==> config.mk <==
export PLATFORM = sky130hd
export DESIGN_NAME = div_issue_ctrl
export DESIGN_NICKNAME = d
export VERILOG_FILES = /design/src/rtl/div_issue_ctrl.sv
export SDC_FILE = /design/constraint.sdc
export NUM_CORES = 1
export LEC_CHECK = 0
export BUFFER_PORTS_ARGS = -buffer_cell sky130_fd_sc_hd__buf_4
export CORE_MARGIN = 1.5
export CORE_UTILIZATION = 45
export CTS_CLUSTER_SIZE = 8
export DETAILED_ROUTE_END_ITERATION = 7
export PLACE_DENSITY = 0.67
export SETUP_SLACK_MARGIN = 0.2
export SYNTH_ARGS = -nofsm -noshare
export SYNTH_HDL_FRONTEND = slang
export SYNTH_SLANG_ARGS = --single-unit
export TNS_END_PERCENT = 10
==> constraint.sdc <==
create_clock -name clk -period 15.42 [get_ports clk]
set_clock_uncertainty 0.15 [all_clocks]
set_input_delay 2.313 -clock clk [delete_from_list [all_inputs] [get_ports clk]]
set_output_delay 2.313 -clock clk [all_outputs]
set_load 0.01 [all_outputs]
==> src/rtl/div_issue_ctrl.sv <==
// Issue/writeback controller for an 8-stage pipelined divider: tracks in-flight ops,
// applies RISC-V divide-by-zero and signed-overflow results, and handles backpressure and flush.
module div_issue_ctrl #(
  parameter int TAG_W = 5,
  parameter int DEPTH = 8
) (
  input  logic             clk,
  input  logic             rst,
  input  logic             in_valid,
  output logic             in_ready,
  input  logic [1:0]       in_op,
  input  logic [31:0]      in_a,
  input  logic [31:0]      in_b,
  input  logic [TAG_W-1:0] in_tag,
  input  logic             flush,
  output logic             div_stall,
  output logic             div_signed,
  output logic [31:0]      div_dividend,
  output logic [31:0]      div_divisor,
  input  logic [31:0]      div_quotient,
  input  logic [31:0]      div_remainder,
  output logic             out_valid,
  input  logic             out_ready,
  output logic [31:0]      out_result,
  output logic [TAG_W-1:0] out_tag,
  output logic             busy
);

  logic [DEPTH-1:0] vld, is_rem, dz, ovf;
  logic [TAG_W-1:0] tag [DEPTH];
  logic [31:0]      dvd [DEPTH];

  logic accept, new_dz, new_ovf;

  assign div_signed   = ~in_op[0];
  assign div_dividend = in_a;
  assign div_divisor  = in_b;

  assign out_valid = vld[DEPTH-1];
  assign busy      = |vld;
  assign div_stall = out_valid & ~out_ready & ~flush;
  assign in_ready  = ~div_stall & ~flush;
  assign accept    = in_valid & in_ready;

  // Special cases are flagged at issue so the divider's raw output is never trusted for them.
  assign new_dz  = (in_b == 32'd0);
  assign new_ovf = ~in_op[0] & (in_a == 32'h8000_0000) & (in_b == 32'hFFFF_FFFF);

  always_ff @(posedge clk or posedge rst) begin
    if (rst) begin
      vld    <= '0;
      is_rem <= '0;
      dz     <= '0;
      ovf    <= '0;
      for (int k = 0; k < DEPTH; k++) begin
        tag[k] <= '0;
        dvd[k] <= '0;
      end
    end else if (!div_stall) begin
      for (int k = 1; k < DEPTH; k++) begin
        vld[k]    <= vld[k-1] & ~flush;
        is_rem[k] <= is_rem[k-1];
        dz[k]     <= dz[k-1];
        ovf[k]    <= ovf[k-1];
        tag[k]    <= tag[k-1];
        dvd[k]    <= dvd[k-1];
      end
      vld[0]    <= accept;
      is_rem[0] <= in_op[1];
      dz[0]     <= new_dz;
      ovf[0]    <= new_ovf;
      tag[0]    <= in_tag;
      dvd[0]    <= in_a;
    end
  end

  always_comb begin
    out_result = 32'd0;
    out_tag    = '0;
    if (out_valid) begin
      out_tag = tag[DEPTH-1];
      if (dz[DEPTH-1])
        out_result = is_rem[DEPTH-1] ? dvd[DEPTH-1] : 32'hFFFF_FFFF;
      else if (ovf[DEPTH-1])
        out_result = is_rem[DEPTH-1] ? 32'd0 : 32'h8000_0000;
      else
        out_result = is_rem[DEPTH-1] ? div_remainder : div_quotient;
    end
  end

endmodule

==> results by group <==
Power
  • IR drop worst, VDD: 80.3 uV
  • Static Leakage: 7.20 nW
  • Pwr Density: 114 mW/mm^2

Final layout
  • Share of cells above drive strength 1: 0.535
  • Commonest cells after routing, fill and taps aside: dfrtp_1 (326), mux2_2 (318), buf_4 (252), nor2_1 (67), clkbuf_16 (46)
  • Most common cell after layout, fill and taps aside: dfrtp_1
  • Layout Cells excl Fill: 1563
  • Nets: 1304
  • Finished Cell Area: 0.0167 mm^2
  • Area growth syn-to-layout: 19.1%
  • Diode count: 0

Flow run
  • Max Cap Viol: 0

Route
  • DR pass1 iterations: 4
  • WL final: 25300 um
  • Drt via density: 5.08
  • Total number of vias: 7935
  • Initial DRC Count: 336
  • Post-DR wirelength/cell: 16.2 um
  • ANT nets after route: 0
  • DRC errors left: 0

Clock network
  • Num Clock Sinks: 328
  • H-tree depth: 2
  • Clk buf depth: 3
  • Post-CTS sizing: 0
  • Worst-skew pair later-pin latency: 0.53 ns
  • Cts bufs inserted: 46
  • Hold buffer count at cts: 0
  • Clock root buffer: clkbuf_16
  • TritonCTS clock tree: done
  • Worst-path clk slew: 0.05 ns
  • Postcts setup bufs: 0

Critical path
  • Critical path type: input port to primary output
  • Critical path endpoint category: primary output
  • Worst R2R Path Depth: 5
  • Crit path largest cell delay: 0.53 ns
  • Startpoint class of the critical path: input port
  • CP Max Fanout: 50
  • WP data arrival: 3.46 ns
  • CP max stage cell: buf_4
  • CP cell instances: buf_4, nor3b_4, buf_4, buf_4
  • Critical Path RT: 12.96 ns
  • CP dominant cell by count: buf_4

Synth
  • Asr flop ratio synth: 1.00
  • Synth Flop Type: dfrtp_1
  • EDFF count, synth: 0
  • Post-synth cell types: 28
  • Sequential fraction of the synthesis area: 0.586
  • Post-Syn Area: 0.0140 mm^2
  • Syn Nets: 1125
  • Yosys warnings: 0
  • #FFs+latches synth: 328
  • Post-synthesis cell count: 985
  • Syn avg cell area: 14.2 um^2

Timing
  • # setup viols final: 0
  • Crit path time final: 5.92 ns
  • Final worst-path cycle share: 0.384
  • Setup TNS: 0 ns
  • RSZ-0062 raised after global routing: false
  • Fin. Hold Viols: 0
  • Final count of pins violating max slew: 0
  • Hold slack: 0.327 ns
  • Slew headroom: 0.163
  • Maximum clock rate: 169 MHz
  • Tightest Pin Transition: 1.26 ns

Place
  • GPL Wtd Cong: 0.774
  • Number of port buffers: 245
  • Placed cell count: 1512
  • Placed Instance Area: 0.0155 mm^2
  • Hpwl dp: 16500 um

Floorplanning
  • Die Ht: 179 um
  • Core area: 0.0306 mm^2
  • # IOs: 246
  • Row Count: 64
  • Initial core utilization: 0.458
  • Die footprint: 0.0322 mm^2
  • Die width: 179 um

GRT
  • Total GRT Usage: 0.158
  • Largest net degree at the start of global routing: 204
  • Total gr overflow: 0
  • Initial antenna violation count: 1
  • Vias in the first global route: 7710
  • First-pass GRT wire length: 40400 um

Worst hold path
  • Hold Crit Depth: 2
  • Hold crit path type: flip-flop to flip-flop

Run status
  • Status: finished, final reports clean
## Yosys cell counts, drive strengths merged, types with 2 or more instances
library cell / number / area, um^2
dfrtp: 328 / 8210
mux2: 318 / 3580
buf: 109 / 896
nor2: 67 / 251
a21oi: 32 / 160
o21ai: 32 / 160
mux2i: 31 / 310
nor4: 15 / 93.8
clkbuf: 13 / 48.8
nand4: 8 / 50.1
a22o: 7 / 61.3
and2: 5 / 31.3
nand2: 3 / 11.3
nand4b: 3 / 26.3
or4: 3 / 22.5
inv: 2 / 7.51
## final cells by class
| type | count | area [um^2] |
|---|---|---|
| Clock buffer | 48 | 1160 |
| Clock inverter | 3 | 33.8 |
| Fill cell | 2584 | 13900 |
| Inverter | 2 | 15.0 |
| Multi-Input combinational cell | 533 | 4850 |
| Sequential cell | 328 | 8210 |
| Tap cell | 396 | 495 |
| Timing Repair Buffer | 253 | 1910 |
## critical path, delay by kind of cell
kind,cells,cell delay [ns]
simple gates,1,0.19
buf+inv,3,0.90
## power by group
part	internal, mW	leakage [nW]	switching, mW
clock	0.523	0.585	0.324
sequential	0.904	3.87	0.0218
combinational	0.0683	2.74	0.0518
total	1.50	7.20	0.398
## stage by stage
step                worst slack (ns)  power (mW)   util
finish                          9.50        1.89  0.545
global route                    9.43        1.98  0.545
CTS                             9.51        1.93  0.545
detailed placement              9.53        1.06  0.506
global placement                9.52        1.06  0.506
floorplan                       3.87        1.01      -
## cells by family after synthesis
group,count (synthesis),synth area share
AOI/OAI and AO/OA,74,0.0290
buffers and inverters,124,0.0680
DFF,328,0.586
muxes,349,0.278
and+or+nand+nor,110,0.0388
## worst paths after layout
path / start / to / slack, ns
setup / recovery: flush / div_stall / 9.50
hold / removal: ovf[0] / ovf[0] / 0.33
setup reg to reg: vld[7] / tag[12] / 10.80
hold reg to reg: ovf[0] / ovf[0] / 0.33
max in group asynchronous: rst / dz[7] / 11.09
min in group asynchronous: rst / tag[2] / 1.72
## flip-flops by register name (all words and copies together), names as in the netlist
signal	cells
dz	8
tag	40
dvd	256
is_rem	8
vld	8
ovf	8
## per-layer routing
metal,routed length (um),up-vias,track usage,part of all wire
li1,-,3789,-,-
met1,12500,3838,0.237,0.50
met2,10400,264,0.225,0.41
met3,1870,42,0.0386,0.074
met4,464,2,0.0458,0.018
met5,13,-,0,0.00051
No activity file was read; power rests on OpenSTA's default activity.
